## src/rtl/nibble_serial_adder_pkg.sv

```systemverilog
// Shared constants and state encoding for the nibble-serial adder.
// Latency/backpressure: n/a (definitions only).
package nibble_serial_adder_pkg;

  localparam int NIBBLE_W      = 4;
  localparam int DEFAULT_WIDTH = 16;

  typedef enum logic [1:0] {
    IDLE = 2'd0,
    RUN  = 2'd1,
    DONE = 2'd2
  } state_e;

  function automatic int nibble_count(input int width);
    return width / NIBBLE_W;
  endfunction

endpackage

```

## src/rtl/nibble_serial_adder_if.sv

```systemverilog
// Controller-side handshake and operand/result bus of the nibble-serial adder.
// master drives start/operands; slave (the adder) returns busy/done/result.
interface nibble_serial_adder_if
  import nibble_serial_adder_pkg::*;
#(
  parameter int WIDTH = DEFAULT_WIDTH
);

  logic             start;
  logic [WIDTH-1:0] A;
  logic [WIDTH-1:0] B;
  logic             Cin;
  logic             busy;
  logic             done;
  logic [WIDTH-1:0] S;
  logic             Carry;

  modport master (
    output start, A, B, Cin,
    input  busy, done, S, Carry
  );

  modport slave (
    input  start, A, B, Cin,
    output busy, done, S, Carry
  );

endinterface

```

## src/rtl/fb_rca_slice.sv

```systemverilog
// 4-bit combinational ripple-carry adder made of four full-adder cells.
// Latency: zero cycles, purely combinational.
module fb_rca_slice
  import nibble_serial_adder_pkg::*;
(
  input  logic [NIBBLE_W-1:0] A,
  input  logic [NIBBLE_W-1:0] B,
  input  logic                C,
  output logic [NIBBLE_W-1:0] S,
  output logic                Carry
);

  logic [NIBBLE_W:0] c_chain;

  assign c_chain[0] = C;

  for (genvar i = 0; i < NIBBLE_W; i++) begin : g_fa
    assign S[i]           = A[i] ^ B[i] ^ c_chain[i];
    assign c_chain[i + 1] = (A[i] & B[i]) | (c_chain[i] & (A[i] ^ B[i]));
  end

  assign Carry = c_chain[NIBBLE_W];

endmodule

```

## src/rtl/nibble_serial_adder.sv

```systemverilog
// WIDTH-bit adder that pushes one nibble per cycle through a shared 4-bit slice.
// Latency NIBBLES cycles after start; start ignored while busy or done.
module nibble_serial_adder
  import nibble_serial_adder_pkg::*;
#(
  parameter int WIDTH = DEFAULT_WIDTH
) (
  input logic                  clk,
  input logic                  rst,
  nibble_serial_adder_if.slave bus
);

  localparam int                NIBBLES  = nibble_count(WIDTH);
  localparam int                IDX_W    = $clog2(NIBBLES);
  localparam logic [IDX_W-1:0]  LAST_IDX = IDX_W'(NIBBLES - 1);

  state_e             state_q, state_d;
  logic [WIDTH-1:0]   a_q, a_d;
  logic [WIDTH-1:0]   b_q, b_d;
  logic [WIDTH-1:0]   res_q, res_d;
  logic [WIDTH-1:0]   s_q, s_d;
  logic               carry_q, carry_d;
  logic               cout_q, cout_d;
  logic [IDX_W-1:0]   idx_q, idx_d;

  logic [NIBBLE_W-1:0] slice_a;
  logic [NIBBLE_W-1:0] slice_b;
  logic [NIBBLE_W-1:0] slice_s;
  logic                slice_c;

  assign slice_a = a_q[int'(idx_q) * NIBBLE_W +: NIBBLE_W];
  assign slice_b = b_q[int'(idx_q) * NIBBLE_W +: NIBBLE_W];

  fb_rca_slice u_slice (
    .A     (slice_a),
    .B     (slice_b),
    .C     (carry_q),
    .S     (slice_s),
    .Carry (slice_c)
  );

  always_comb begin
    state_d = state_q;
    a_d     = a_q;
    b_d     = b_q;
    res_d   = res_q;
    s_d     = s_q;
    carry_d = carry_q;
    cout_d  = cout_q;
    idx_d   = idx_q;

    case (state_q)
      IDLE: begin
        if (bus.start) begin
          a_d     = bus.A;
          b_d     = bus.B;
          carry_d = bus.Cin;
          idx_d   = '0;
          state_d = RUN;
        end
      end
      RUN: begin
        res_d[int'(idx_q) * NIBBLE_W +: NIBBLE_W] = slice_s;
        carry_d = slice_c;
        // S/Carry only move here so no partial sum ever reaches the outputs.
        if (idx_q == LAST_IDX) begin
          s_d     = res_d;
          cout_d  = slice_c;
          idx_d   = '0;
          state_d = DONE;
        end else begin
          idx_d = idx_q + IDX_W'(1);
        end
      end
      DONE: begin
        state_d = IDLE;
      end
      default: begin
        state_d = IDLE;
      end
    endcase
  end

  always_ff @(posedge clk) begin
    if (rst) begin
      state_q <= IDLE;
      a_q     <= '0;
      b_q     <= '0;
      res_q   <= '0;
      s_q     <= '0;
      carry_q <= 1'b0;
      cout_q  <= 1'b0;
      idx_q   <= '0;
    end else begin
      state_q <= state_d;
      a_q     <= a_d;
      b_q     <= b_d;
      res_q   <= res_d;
      s_q     <= s_d;
      carry_q <= carry_d;
      cout_q  <= cout_d;
      idx_q   <= idx_d;
    end
  end

  assign bus.busy  = (state_q == RUN);
  assign bus.done  = (state_q == DONE);
  assign bus.S     = s_q;
  assign bus.Carry = cout_q;

endmodule
```

## src/flat_wrapper.sv

```systemverilog
// flat-port wrapper written by rule: the top's interface ports become plain ports
module nibble_serial_adder_flat import nibble_serial_adder_pkg::*;
#(
  parameter int WIDTH = DEFAULT_WIDTH
)
  (clk, rst, bus_start, bus_A, bus_B, bus_Cin, bus_busy, bus_done, bus_S, bus_Carry);
  nibble_serial_adder_if #(.WIDTH(WIDTH)) bus_i ();
  input logic clk;
  input logic rst;
  input wire logic [$bits(bus_i.start)-1:0] bus_start;
  input wire logic [$bits(bus_i.A)-1:0] bus_A;
  input wire logic [$bits(bus_i.B)-1:0] bus_B;
  input wire logic [$bits(bus_i.Cin)-1:0] bus_Cin;
  output wire logic [$bits(bus_i.busy)-1:0] bus_busy;
  output wire logic [$bits(bus_i.done)-1:0] bus_done;
  output wire logic [$bits(bus_i.S)-1:0] bus_S;
  output wire logic [$bits(bus_i.Carry)-1:0] bus_Carry;
  assign bus_i.start = bus_start;
  assign bus_i.A = bus_A;
  assign bus_i.B = bus_B;
  assign bus_i.Cin = bus_Cin;
  assign bus_busy = bus_i.busy;
  assign bus_done = bus_i.done;
  assign bus_S = bus_i.S;
  assign bus_Carry = bus_i.Carry;
  nibble_serial_adder #(.WIDTH(WIDTH)) u_core (.clk(clk), .rst(rst), .bus(bus_i));
endmodule
```

## config.mk

```make
export PLATFORM = sky130hd
export DESIGN_NAME = nibble_serial_adder_flat
export DESIGN_NICKNAME = d
export VERILOG_FILES = /design/src/rtl/nibble_serial_adder_pkg.sv /design/src/rtl/nibble_serial_adder_if.sv /design/src/rtl/fb_rca_slice.sv /design/src/rtl/nibble_serial_adder.sv /design/src/flat_wrapper.sv
export SDC_FILE = /design/constraint.sdc
export NUM_CORES = 1
export LEC_CHECK = 0
export BUFFER_PORTS_ARGS = -buffer_cell sky130_fd_sc_hd__buf_2
export CAP_MARGIN = 20
export CORE_MARGIN = 2
export CORE_UTILIZATION = 25
export CTS_BUF_LIST = sky130_fd_sc_hd__clkbuf_8
export DETAILED_ROUTE_END_ITERATION = 6
export PLACE_DENSITY_LB_ADDON = 0.1
export RECOVER_POWER = 50
export SETUP_SLACK_MARGIN = 0.1
export SKIP_CTS_REPAIR_TIMING = 1
export SYNTH_ARGS = -nofsm -noshare
export SYNTH_HDL_FRONTEND = slang
export SYNTH_HIERARCHICAL = 1
export SYNTH_SLANG_ARGS = --single-unit
```

## constraint.sdc

```tcl
create_clock -name clk -period 10.8 [get_ports clk]
set_input_delay 1.08 -clock clk [delete_from_list [all_inputs] [get_ports clk]]
set_output_delay 1.08 -clock clk [all_outputs]
set_load 0.05 [all_outputs]
```

==> impl_metrics.toml <==
[timing]
post-route-period-util_pct = 37.3
worst_slew_pin_slew_ps = 3170
tns_ps = 0
relSlewSlack_pct = -111
finalSetupViolations = 0
fin_skew_ps = 3.76
hold_viol = 0
layout_min_cycle_time_ps = 4030
rsz0062_at_grt = "no"
maxSlewViolCount = 66
timing.fmax_mhz = 248

[clock_network]
clock_latency_ps = 350
cts_max_path_buffers = 2
clk_pin_slew_ps = 70
cts_htree_levels = 3
clock_sinks = 70
cts_tree = "yes"
cts_root_buf = "clkbuf_8"
cts_made_buffers = 9

[grt]
antenna_found_initial = 0
grt_usage_pct = 13.0
grt_pass1_vias = 2428
overflow = 0
grt_pass1_wl_um = 12900
grt_max_degree = 66

[power_and_ir_drop]
seqPwrFrac_pct = 50.4
leakagePower_nw = 1.45
p_per_area_nw_per_um2 = 148
irDropWorstVdd_mv = 0.0644
p_int_uw = 400
pwr-share-comb_pct = 12.5
p_switching_uw = 142
switching_share_pct = 26.2
clockPowerShare_pct = 37.1

[placement]
port_buffers = 54
dpl_cell_area_um2 = 3490
dp_hpwl_um = 5510
gp_congestion = 0.755

[synthesis]
synth_seq_cells = 70
syn_area_um2 = 3090
synthArstFlopShare_pct = 0
post_synth_num_cell_types = 35
synth_top_family_by_area = "simple AND/OR/NAND/NOR gates"
synth_fa_ha_area_share_pct = 5.02
synthesis.nets = 387
synth_compound_area_share_pct = 17.4
synthFlopType = "dfxtp_1"
synthMuxAreaShare_pct = 5.83
syn-instance-count = 341
ys_warn_count = 6
synth-edff-count = 0
synthXorXnorAreaFrac_pct = 0
synth-seq-area-share_pct = 45.3
yosys.area_share.simple_pct = 19.8
synth_area_per_cell_um2 = 9.07

[detailed_routing]
firstDrtPassIters = 4
drc = 0
drt-wirelength-per-cell_um = 14.5
met2_wirelength_um = 3810
final_antenna_net_count = 0
wl_um = 8140
drt_iter0_drc = 130
num_vias = 2514
routed-wl-met3_um = 349
met1_length_um = 3870
vias_per_cell = 4.49
highest_layer = "met4"

[layout]
final_nets = 434
post-route-cell-area_um2 = 3660
post-route-util_pct = 30.4
drive_gt1_share_pct = 19.4
num_antenna_cells = 0
synthToLayoutAreaGrowth_pct = 18.5

[critical_path]
critPathLaunchType = "primary input"
crit_chain = "buf_2 -> clkbuf_1 -> nor2b_1 -> a22o_1"
max_stage_delay_ps = 2220
cp_slowest_cell = "clkbuf_1"
crit_path_max_fanout = 65
critical_path_required_ps = 11050
cp.arrival_ps = 4280
worst_setup_path_end_kind = "flop"
timing_worst_setup_path_type = "primary input to flop"

[status]
status = "finished with violations"
violations = "max-capacitance violations, max-slew violations"

[floorplanning]
rows = 40
initial_core_util_pct = 25.6
core_area_um2 = 12100
die_h_um = 115
die_w_um = 115
pin_count = 55
dieArea_um2 = 13300

[run]
max_cap_violations = 1

[min_path]
hold_class = "flop to flop"
-- cell type report --
class | instances | area [um^2]
fillers | 1347 | 8400
multi-input cells | 231 | 1490
flip-flops and latches | 70 | 1400
repair buffers | 59 | 310
well taps | 168 | 210
clock buffers | 13 | 179
inverters | 17 | 63.8
clock inverters | 2 | 7.51
-- cell families (layout without fill, tap and decap cells) --
| logic type | count (synthesis) | count (layout) |
|---|---|---|
| AO/OA/AOI/OAI | 80 | 80 |
| buffers and inverters | 40 | 91 |
| AND/OR/NAND/NOR | 133 | 133 |
| adder cells (fa/ha/maj) | 10 | 10 |
| multiplexers | 8 | 8 |
| flip-flops | 70 | 70 |
-- critical path: cells and delay by family --
| kind | cells | cell delay, ps |
|---|---|---|
| buffers and inverters | 2 | 2290 |
| AO/OA/AOI/OAI | 1 | 380 |
| AND/OR/NAND/NOR | 1 | 500 |
-- final timing paths --
kind / start / endpoint / depth (start not counted) / slack (ps)
max reg2reg: u_core/idx_q[0]$_SDFFE_PP0P_ / u_core/bus.S[7]$_SDFFE_PP0P_ / 13 / 7030
min: u_core/a_q[14]$_SDFFE_PP0P_ / u_core/a_q[14]$_SDFFE_PP0P_ / 2 / 450
min reg2reg: u_core/a_q[14]$_SDFFE_PP0P_ / u_core/a_q[14]$_SDFFE_PP0P_ / 2 / 450
max: rst / u_core/res_q[4]$_SDFFE_PP0P_ / 4 / 6770
-- stage by stage --
stage	hold WS, ps	setup WS, ps	power, mW	instances
3_5_place_dp	447	7150	0.347	544
4_1_cts	458	7130	0.554	559
6_report	453	6770	0.543	560
2_1_floorplan	433	7340	0.326	341
3_3_place_gp	443	7240	0.345	543
5_1_grt	471	6460	0.574	560
-- sequential cells by signal (all words and copies together) (netlist names) --
register	count
u_core/carry_q	1
u_core/idx_q	2
u_core/bus.S	16
u_core/bus.Carry	1
u_core/a_q	16
u_core/b_q	16
u_core/res_q	16
u_core/state_q	2
-- layer usage --
layer  GRT usage, %  vias up
met2           20.6       55
met1           16.8     1177
li1               -     1272
met5              0        -
met3           3.69       10
met4           5.06        0
-- cell usage after synthesis (all sizes together) (6+ instances only) --
library cell / instances / area, um^2
a21oi: 45 / 244
a22o: 12 / 105
nor2: 24 / 90.1
dfxtp: 70 / 1400
a211oi: 7 / 52.6
inv: 17 / 63.8
mux4: 8 / 180
buf: 18 / 120
ha: 6 / 75.1
a221oi: 10 / 87.6
nand2: 73 / 274
nor3: 10 / 50.1
-- power groups by stage --
stage	sequential, mW	clock, mW	combinational [mW]
after floorplan	0.277	0	0.0491
after global placement	0.280	0	0.0655
after detailed placement	0.280	0	0.0678
after CTS	0.274	0.212	0.0678
after global routing	0.275	0.223	0.0757
final	0.273	0.201	0.0678
-- placed cells by master (no fill, tap or decap), types with 8 or more instances in the layout --
cell type	count
nand2_1	73
dfxtp_1	70
buf_2	45
a21oi_1	42
nor2_1	24
inv_1	19
clkbuf_8	13
a22o_1	12
clkbuf_1	10
a221oi_1	10
nor3_1	10
mux4_2	8
(Power assumes the default switching activity.)
